--- src/rtl/joystick_debouncer_if.sv ---
// joystick_debouncer_if
//   Groups the raw button pins and the conditioned paddle controls of the
//   joystick debouncer.
//   master : drives the raw buttons, observes the conditioned outputs
//   slave  : the debouncer (reads the buttons, drives the outputs)
//   Signals:
//     btn_up_n, btn_down_n     raw active-low buttons (asynchronous to clock)
//     control_up, control_down debounced, conflict-resolved levels (active-low)
//     up_press, down_press     one-cycle active-high press pulses
interface joystick_debouncer_if;
   logic btn_up_n;
   logic btn_down_n;
   logic control_up;
   logic control_down;
   logic up_press;
   logic down_press;

   modport master (
      output btn_up_n,
      output btn_down_n,
      input  control_up,
      input  control_down,
      input  up_press,
      input  down_press
   );

   modport slave (
      input  btn_up_n,
      input  btn_down_n,
      output control_up,
      output control_down,
      output up_press,
      output down_press
   );
endinterface

--- src/rtl/joystick_debouncer.sv ---
// joystick_debouncer
//   Turns the two raw joystick buttons into clean control levels for the
//   paddle. Each channel is synchronized (two flops), debounced by a
//   stability counter, then both channels pass through a registered
//   conflict-resolution stage that also produces press pulses.
//   Ports:
//     clock  system clock, everything on its rising edge
//     reset  synchronous active-high reset
//     js     joystick_debouncer_if.slave: raw buttons in, controls/pulses out
//   Parameters:
//     DEBOUNCE_CYCLES  consecutive mismatching clocks needed to accept a level
//     CNT_WIDTH        width of each stability counter
module joystick_debouncer #(
   parameter int DEBOUNCE_CYCLES = 250000,
   parameter int CNT_WIDTH       = 18
) (
   input  logic                 clock,
   input  logic                 reset,
   joystick_debouncer_if.slave  js
);

   localparam logic [CNT_WIDTH-1:0] CNT_LAST = CNT_WIDTH'(DEBOUNCE_CYCLES - 1);

   // Channel 0 = up, channel 1 = down.
   logic [1:0] raw_n;
   logic [1:0] deb;

   assign raw_n = {js.btn_down_n, js.btn_up_n};

   genvar gi;
   generate
      for (gi = 0; gi < 2; gi++) begin : g_chan
         logic                 sync1_reg;
         logic                 sync2_reg;
         logic                 deb_reg;
         logic [CNT_WIDTH-1:0] cnt_reg;

         always_ff @(posedge clock) begin
            if (reset) begin
               sync1_reg <= 1'b1;
               sync2_reg <= 1'b1;
               deb_reg   <= 1'b1;
               cnt_reg   <= '0;
            end else begin
               sync1_reg <= raw_n[gi];
               sync2_reg <= sync1_reg;
               // Any cycle where the synchronized level agrees with the
               // accepted state restarts the window, so bounces never
               // accumulate toward acceptance.
               if (sync2_reg == deb_reg) begin
                  cnt_reg <= '0;
               end else if (cnt_reg == CNT_LAST) begin
                  deb_reg <= sync2_reg;
                  cnt_reg <= '0;
               end else begin
                  cnt_reg <= cnt_reg + CNT_WIDTH'(1);
               end
            end
         end

         assign deb[gi] = deb_reg;
      end
   endgenerate

   // Output stage: previous debounced pair for edge detection, resolved
   // control levels and press pulses, all registered.
   logic [1:0] deb_prev_reg;
   logic [1:0] control_reg;
   logic [1:0] press_reg;

   always_ff @(posedge clock) begin
      if (reset) begin
         deb_prev_reg <= 2'b11;
         control_reg  <= 2'b11;
         press_reg    <= 2'b00;
      end else begin
         deb_prev_reg <= deb;
         // Both pressed at once means no direction wins: release both.
         control_reg  <= (deb == 2'b00) ? 2'b11 : deb;
         // Pulses follow the raw debounced falling edges, independent of
         // the conflict rule, so a masked press is still reported.
         press_reg    <= ~deb & deb_prev_reg;
      end
   end

   assign js.control_up   = control_reg[0];
   assign js.control_down = control_reg[1];
   assign js.up_press     = press_reg[0];
   assign js.down_press   = press_reg[1];

endmodule

--- src/flat_wrapper.sv ---
// flat-port wrapper written by rule: the top's interface ports become plain ports
module joystick_debouncer_flat 
#(
   parameter int DEBOUNCE_CYCLES = 250000,
   parameter int CNT_WIDTH       = 18
)
  (clock, reset, js_btn_up_n, js_btn_down_n, js_control_up, js_control_down, js_up_press, js_down_press);
  joystick_debouncer_if js_i ();
  input  logic clock;
  input  logic reset;
  input wire logic [$bits(js_i.btn_up_n)-1:0] js_btn_up_n;
  input wire logic [$bits(js_i.btn_down_n)-1:0] js_btn_down_n;
  output wire logic [$bits(js_i.control_up)-1:0] js_control_up;
  output wire logic [$bits(js_i.control_down)-1:0] js_control_down;
  output wire logic [$bits(js_i.up_press)-1:0] js_up_press;
  output wire logic [$bits(js_i.down_press)-1:0] js_down_press;
  assign js_i.btn_up_n = js_btn_up_n;
  assign js_i.btn_down_n = js_btn_down_n;
  assign js_control_up = js_i.control_up;
  assign js_control_down = js_i.control_down;
  assign js_up_press = js_i.up_press;
  assign js_down_press = js_i.down_press;
  joystick_debouncer #(.DEBOUNCE_CYCLES(DEBOUNCE_CYCLES), .CNT_WIDTH(CNT_WIDTH)) u_core (.clock(clock), .reset(reset), .js(js_i));
endmodule
--- config.mk ---
export PLATFORM = sky130hd
export DESIGN_NAME = joystick_debouncer_flat
export DESIGN_NICKNAME = d
export VERILOG_FILES = /design/src/rtl/joystick_debouncer_if.sv /design/src/rtl/joystick_debouncer.sv /design/src/flat_wrapper.sv
export SDC_FILE = /design/constraint.sdc
export NUM_CORES = 1
export LEC_CHECK = 0
export CAP_MARGIN = 20
export CELL_PAD_IN_SITES_DETAIL_PLACEMENT = 0
export CELL_PAD_IN_SITES_GLOBAL_PLACEMENT = 2
export CORE_ASPECT_RATIO = 1.5
export CORE_MARGIN = 1
export CORE_UTILIZATION = 30
export DETAILED_ROUTE_END_ITERATION = 6
export PLACE_DENSITY = 0.7
export SYNTH_ARGS = -nofsm -noshare
export SYNTH_HDL_FRONTEND = slang
export SYNTH_SLANG_ARGS = --single-unit
--- constraint.sdc ---
create_clock -name clock -period 2.3 [get_ports clock]
set_clock_uncertainty 0.05 [all_clocks]
set_input_delay 0.46 -clock clock [delete_from_list [all_inputs] [get_ports clock]]
set_output_delay 0.46 -clock clock [all_outputs]
set_load 0.005 [all_outputs]
# Yosys cells after proc, flatten, opt, wreduce, memory -nomap -nowiden
# Cells that the tools add are included.
dict set report op_classes {
  n_addsub 2
  mul 0
  div 0
  order_cmp 0
  n_eq_ne 4
  n_shift 0
  n_mux 0
  n_bitwise 4
  reduce_logical 6
}
# op n
set op_table {}
lappend op_table {{18-bit by 1-bit adder with 18-bit output, second input constant} 2}
lappend op_table {{18-bit == test, second input constant} 2}
lappend op_table {{3-bit OR reduction} 2}
lappend op_table {{2-bit AND reduction} 2}
lappend op_table {{2-bit bitwise AND} 1}
lappend op_table {{1-bit == test} 2}
lappend op_table {{2-bit logical NOT} 1}
lappend op_table {{1-bit inverter} 2}
lappend op_table {{2-bit inverter} 1}
lappend op_table {{2-bit OR reduction} 1}
dict set report word_totals {
  reg_bits 48
  latchBits 0
  mem_bits_rw 0
  rom_bits 0
  inputBits 4
  out_inout_bits 4
  word_cells 27
  n_memories 0
}

# Logic depth before layout (Yosys ltp)
# Gate-level depths: netlist of run 1.
dict set report logic_depth {
  word_depth 3
  mapped_depth 6
  ltp_nobuf 5
}

# Least setup slack after synthesis of run 1
# Ideal clock, no wire load.
dict set report synth_path {
  path_type {reg2reg}
  from {reg u_core.g_chan[1].cnt_reg[0]}
  to {reg u_core.g_chan[1].cnt_reg[12]}
  setup_ns 0.117
  arrival_time_ns 1.644
  t_required_ns 2.133
  slack_ns 0.488
  path_stages_with_launch 6
  path_buffers 1
  synth_period_minus_slack_ns 1.812
  path_cell_list {dfxtp_1 -> ha_1 -> nand3_1 -> o41ai_2 -> buf_2 -> nor2_1}
}
dict set report synth_between {
  elab_chain_len 2
  elab_cells_between_ends 3
  cone_classes {add/sub (1); eq/ne (1); reduce/logical (1)}
}
# item line
set synth_rtl {}
lappend synth_rtl {{start, declared} joystick_debouncer.sv:36} ;# logic [CNT_WIDTH-1:0] cnt_reg;
lappend synth_rtl {{start signal, assigned} joystick_debouncer.sv:56} ;# cnt_reg <= cnt_reg + CNT_WIDTH'(1);
lappend synth_rtl {{branches (longest 2 deep; another with 18-bit by 1-bit adder with 18-bit output)} -}
# Several ways; the timed one is not identified.
# A chain may end at the register's enable or synchronous reset.

# Final worst setup path of run 1
dict set report layout_path {
  from {reg u_core.g_chan[0].cnt_reg[9]}
  to {reg u_core.g_chan[0].cnt_reg[15]}
}
dict set report layout_between {
  elab_chain_len 2
  elab_cells_between_ends 3
  cone_classes {add/sub (1); eq/ne (1); reduce/logical (1)}
}
# item line
set layout_rtl {}
lappend layout_rtl {{start, declared} joystick_debouncer.sv:36}
lappend layout_rtl {{start signal, assigned} joystick_debouncer.sv:56}
lappend layout_rtl {{branches (longest 2 deep; another with 18-bit by 1-bit adder with 18-bit output)} -}
# Several ways; the timed one is not identified.

==> results of run 1 <==
Yosys cell counts, drive strengths merged:
| cell | count | area [sq um] |
|---|---|---|
| dfxtp | 48 | 960.9 |
| nor2 | 44 | 165.2 |
| xnor2 | 26 | 227.7 |
| nand2 | 13 | 48.80 |
| inv | 11 | 41.29 |
| nand3 | 10 | 50.05 |
| nand4 | 10 | 77.57 |
| nor4 | 10 | 62.56 |
| nor3 | 9 | 45.04 |
| or2 | 5 | 31.28 |
| a21oi | 4 | 20.02 |
| or4 | 4 | 30.03 |
| xor2 | 4 | 35.03 |
| buf | 3 | 15.01 |
| or3 | 3 | 18.77 |
| and2 | 2 | 12.51 |
| ha | 2 | 25.02 |
| mux2i | 2 | 20.02 |
| o21ai | 2 | 10.01 |
| o31ai | 2 | 15.01 |
| a21bo | 1 | 10.01 |
| and3 | 1 | 6.260 |
| clkbuf | 1 | 3.750 |
| nand3b | 1 | 7.510 |
| o41ai | 1 | 16.27 |
| or4b | 1 | 10.01 |
through the flow:
| stage | area, sq um | worst slack, ns | hold slack (ns) |
|---|---|---|---|
| finish | 2243 | 0.3930 | 0.3738 |
| floorplan | 1966 | 0.4883 | 0.3339 |
| detailed placement | 2147 | 0.3895 | 0.3487 |
| CTS | 2243 | 0.3659 | 0.3796 |
| global route | 2243 | 0.2541 | 0.3900 |
| global placement | 2147 | 0.3837 | 0.3478 |
worst min path at each step:
stage / start / endpoint / slack [ns]
2_1_floorplan: u_core.g_chan[1].deb_reg / u_core.control_reg[0] / 0.33
3_3_place_gp: u_core.g_chan[0].sync1_reg / u_core.g_chan[0].sync2_reg / 0.35
3_5_place_dp: u_core.g_chan[1].sync1_reg / u_core.g_chan[1].sync2_reg / 0.35
4_1_cts: u_core.g_chan[0].deb_reg / u_core.control_reg[1] / 0.38
5_1_grt: u_core.g_chan[1].sync1_reg / u_core.g_chan[1].sync2_reg / 0.39
6_report: u_core.g_chan[0].deb_reg / u_core.control_reg[1] / 0.37
layout make-up:
type / instances / area [sq um]
Tap cell: 74 / 92.59
Clock buffer: 6 / 82.58
Multi-Input combinational cell: 157 / 944.7
Sequential cell: 48 / 960.9
Inverter: 11 / 41.29
Timing Repair Buffer: 12 / 107.6
Clock inverter: 2 / 13.76
Fill cell: 678 / 3975
worst max-delay path, cell delays in order (launching register included):
cell,delay (ns)
dfxtp_1,0.37
or4b_1,0.54
nor4_1,0.33
a21bo_2,0.40
nor2_1,0.09
layer usage:
layer / up-vias / part of all wire, % / GRT usage (%)
met5: - / 0 / 0
met4: 0 / 1.9 / 5.128
met3: 6 / 1.8 / 2.703
met2: 11 / 55 / 24.36
met1: 680 / 41 / 12.89
li1: 774 / - / -
kinds of logic after synthesis:
logic type                 after synthesis
adders and majority gates                2
buffers and inverters                   15
xor gates and xnor gates                30
DFF                                     48
muxes                                    2
and+or+nand+nor                        113
AOI/OAI and AO/OA                       10
power breakdown:
group / internal [uW] / switching (uW)
registers: 835 / 2.44
logic: 11.0 / 10.8
clock network: 246 / 283
==> flow_metrics.tcl, run 1 <==
set metrics [dict create \
    vias_per_cell 4.745 \
    rows 35 \
    antenna_found_initial 0 \
    fmax_ghz 0.5244 \
    dp.final_hpwl_microns 2988 \
    cp-end-kind "register" \
    critPathMaxFanout 16 \
    h-tree-depth 2 \
    worst_pin_slew_ns 0.3582 \
    cts_sinks 48 \
    r2r_cells 4 \
    fin_cells 310 \
    relSlewSlack_pct 75.90 \
    gp_congestion 0.7072 \
    rr_startpoint "u_core.g_chan[0].cnt_reg[9]" \
    rr_endpoint "u_core.g_chan[0].cnt_reg[15]" \
    grt_usage_pct 12.81 \
    clk_latency_ns 0.30 \
    peakVddDrop_uv 316.9 \
    num_antenna_cells 0 \
    min_path_cells 1 \
    maxCapViolCount 0 \
    final_core_utilization_pct 36.08 \
    synth.net_count 226 \
    final_antenna_net_count 0 \
    drt-total-wl_microns 3993 \
    drive_above_1_share_pct 8.898 \
    grt_max_degree 18 \
    finalMaxSlewViolations 0 \
    fin_total_pwr_uw 1388 \
    cts_made_buffers 5 \
    syn_inst 220 \
    post-route-period-util_pct 82.91 \
    grt_first_pass_wirelength_microns 6589 \
    final_common_cell "dfxtp_1" \
    nets 241 \
    synth_area_sq_um 1966 \
    run_status "finished clean" \
    critPathKind "register to register" \
    synth_top_family_by_area "simple AND/OR/NAND/NOR gates" \
    fin_setup_tns_ns 0 \
    dpl.cell_count 302 \
    port_buffers 7 \
    yosys.area_share.simple_pct 28.77 \
    synth_cell_type_count 27 \
    final_cell_mix "48 x dfxtp_1, 44 x nor2_1, 26 x xnor2_1, 13 x nand2_1, 11 x inv_1" \
    overflow 0 \
    cts-root-buf "clkbuf_8" \
    clock_path_buffers 2 \
    endpoint "u_core.g_chan[0].cnt_reg[15]" \
    crit_start "u_core.g_chan[0].cnt_reg[9]" \
    synthAdderAreaFrac_pct 1.273 \
    die_h_microns 101.1 \
    rsz0062_at_grt "false" \
    clk_pin_slew_ns 0.10 \
    synth_warnings 0 \
    grt_pass1_vias 1471 \
    synth-seq-cells 48 \
    synth_compound_area_share_pct 3.628 \
    hold_buffers 0 \
    ff2ff_setup_slack_ns 0.39 \
    finalSetupViolations 0 \
    fin_crit_ns 1.907 \
    synth_xor_area_share_pct 13.37 \
    syn2layout_area_growth_pct 14.13 \
    tritoncts "yes" \
    crit_arrival_ns 2.03 \
    core_sq_um 6218 \
    vias 1471 \
    worst_setup_path_start_kind "register" \
    wl_per_cell_microns 12.88 \
    avgSynthCellArea_sq_um 8.935 \
    die_area_sq_um 6886 \
    p_leak_uw 0.0006594 \
    cts_setup_buffers 0 \
    drc 0 \
    num_io_pins 8 \
    initial_utilization_pct 31.61 \
    finalHoldViolCount 0 \
    largest_reg_flops 36 \
    critPathRequiredTime_ns 2.42 \
    drt_iter0_markers 43 \
    seq_area_frac_synth_pct 48.89 \
    synth.area.mux_share_pct 1.018 \
    hold_class "register to register" \
    drtPass1Iterations 4 \
    die_w_microns 68.09 \
    cts.repair.resized 0 \
    power_density_nw_per_um2 618.5 \
]
Power figures use the tool's default switching activity.
==> run 2, diff against run 1 <==
==> constraint.sdc (replaced) <==
create_clock -name clock -period 1.8 [get_ports clock]
set_clock_uncertainty 0.05 [all_clocks]
set_input_delay 0.36 -clock clock [delete_from_list [all_inputs] [get_ports clock]]
set_output_delay 0.36 -clock clock [all_outputs]
set_load 0.005 [all_outputs]
==> flow_metrics.tcl, run 2 (synthesis results as in run 1) <==
set metrics [dict create \
    gp_congestion 0.7393 \
    grt_max_degree 17 \
    cts-root-buf "clkbuf_8" \
    crit_start "u_core.g_chan[0].cnt_reg[11]" \
    clock_path_buffers 2 \
    antenna_found_initial 0 \
    final_antenna_net_count 0 \
    power_density_nw_per_um2 740.7 \
    cts_sinks 48 \
    tritoncts "yes" \
    cpPeakStageDelay_ns 0.54 \
    cp_cell_sequence "nand4_1 > or4_4 > or3_1 > a21oi_1" \
    drive_above_1_share_pct 22.51 \
    drt-total-wl_microns 4234 \
    port_buffers 7 \
    finalSetupViolations 0 \
    finalMaxSlewViolations 0 \
    initial_utilization_pct 31.61 \
    final_cell_mix "46 x dfxtp_1, 44 x nor2_1, 39 x buf_4, 26 x xnor2_1, 13 x nand2_1" \
    nets 276 \
    vias 1614 \
    hold_buffers 0 \
    num_antenna_cells 0 \
    fin_crit_ns 1.682 \
    crit_arrival_ns 1.87 \
    peakVddDrop_uv 387.6 \
    rsz0062_at_grt "false" \
    grt-busiest-layer "met2" \
    run_status "finished clean" \
    core_sq_um 6218 \
    relSlewSlack_pct 75.57 \
    cts_made_buffers 5 \
    grt_use_met1_pct 13.70 \
    r2r_cells 4 \
    vias_per_cell 4.678 \
    use_met3_pct 3.153 \
    rows 35 \
    critPathKind "register to register" \
    min_path_cells 1 \
    dp.final_hpwl_microns 3247 \
    hold-worst-slack_ns 0.3671 \
    drt_iter0_markers 34 \
    hold_class "register to register" \
    grtUsageMet2_pct 27.60 \
    grt_first_pass_wirelength_microns 7238 \
    h-tree-depth 2 \
    worst_pin_slew_ns 0.3631 \
    final_common_cell "dfxtp_1" \
    finalHoldViolCount 0 \
    fmax_ghz 0.5946 \
    die_h_microns 101.1 \
    critPathMaxFanout 4 \
    clk_latency_ns 0.30 \
    die_area_sq_um 6886 \
    wl_per_cell_microns 12.27 \
    post-route-period-util_pct 93.44 \
    setup_slack_ns 0.1182 \
    cp-end-kind "register" \
    grt_usage_pct 14.28 \
    syn2layout_area_growth_pct 31.00 \
    drtPass1Iterations 4 \
    clk_pin_slew_ns 0.10 \
    drc 0 \
    overflow 0 \
    worst_setup_path_start_kind "register" \
    maxCapViolCount 0 \
    largest_reg_flops 36 \
    cp_slowest_cell "or4_4" \
    num_io_pins 8 \
    grt_pass1_vias 1660 \
    preCtsSetupSlack_ns -0.1884 \
    worstHoldStart "u_core.g_chan[1].sync1_reg" \
    critPathRequiredTime_ns 1.99 \
    rr_startpoint "u_core.g_chan[0].cnt_reg[11]" \
    die_w_microns 68.09 \
    p_leak_uw 0.0008528 \
]
-- run 2: layout make-up --
type | count | area, sq um
clock buffers | 5 | 68.82
clock inverters | 3 | 46.29
fillers | 647 | 3643
inverters | 11 | 41.29
multi-input cells | 157 | 979.7
flip-flops and latches | 48 | 963.4
well taps | 74 | 92.59
repair buffers | 47 | 382.9
-- run 2: timing repair --
| action | in CTS | in global routing |
|---|---|---|
| resized for setup | 1 | 5 |
| hold endpoints to repair | 0 | 0 |
| pin swaps | 1 | 1 |
| setup buffers | 2 | 0 |
| endpoints found under the setup margin | 33 | 18 |
-- run 2: worst paths after layout --
kind | endpoint | slack (ns)
max reg2reg | u_core.g_chan[0].cnt_reg[17] | 0.12
min reg2reg | u_core.g_chan[1].sync2_reg | 0.37
min | u_core.g_chan[1].sync2_reg | 0.37
max | u_core.g_chan[0].cnt_reg[17] | 0.12
-- run 2: metrics by stage --
step           utilization, %  area [sq um]  power, uW  instances  setup TNS [ns]
2_1_floorplan               -          1977       1110        220               0
3_3_place_gp            38.89          2419       1131        335          -2.630
3_5_place_dp            38.89          2419       1131        335          -2.857
4_1_cts                 41.09          2555       1939        345               0
5_1_grt                 41.41          2575       1976        345               0
6_report                41.41          2575       1907        345               0
-- run 2: routing by layer --
metal | vias to the layer above | part of all wire, %
met1 | 756 | 38
met4 | 0 | 2.5
li1 | 840 | -
met3 | 7 | 1.8
met2 | 11 | 57
met5 | - | 0
-- run 2: critical path: cells and delay by family (launching register included) --
| family | cells | cell delay, ns |
|---|---|---|
| DFF | 1 | 0.40 |
| AOI/OAI and AO/OA | 1 | 0.14 |
| and+or+nand+nor | 3 | 1.03 |
-- run 2: where the power goes --
group,switching (uW),internal [uW]
registers,2.37,1070
clock network,382,419
logic,16.0,21.5
total,401,1510
==> run 3, diff against run 2 <==
--- a/config.mk
+++ b/config.mk
@@ -5,7 +5,7 @@
 export SDC_FILE = /design/constraint.sdc
 export NUM_CORES = 1
 export LEC_CHECK = 0
-export CAP_MARGIN = 20
+export CAP_MARGIN = 25
 export CELL_PAD_IN_SITES_DETAIL_PLACEMENT = 0
 export CELL_PAD_IN_SITES_GLOBAL_PLACEMENT = 2
 export CORE_ASPECT_RATIO = 1.5
==> results of run 3 <==
Same layout as run 2: the final DEF is identical, and so are final timing and power.
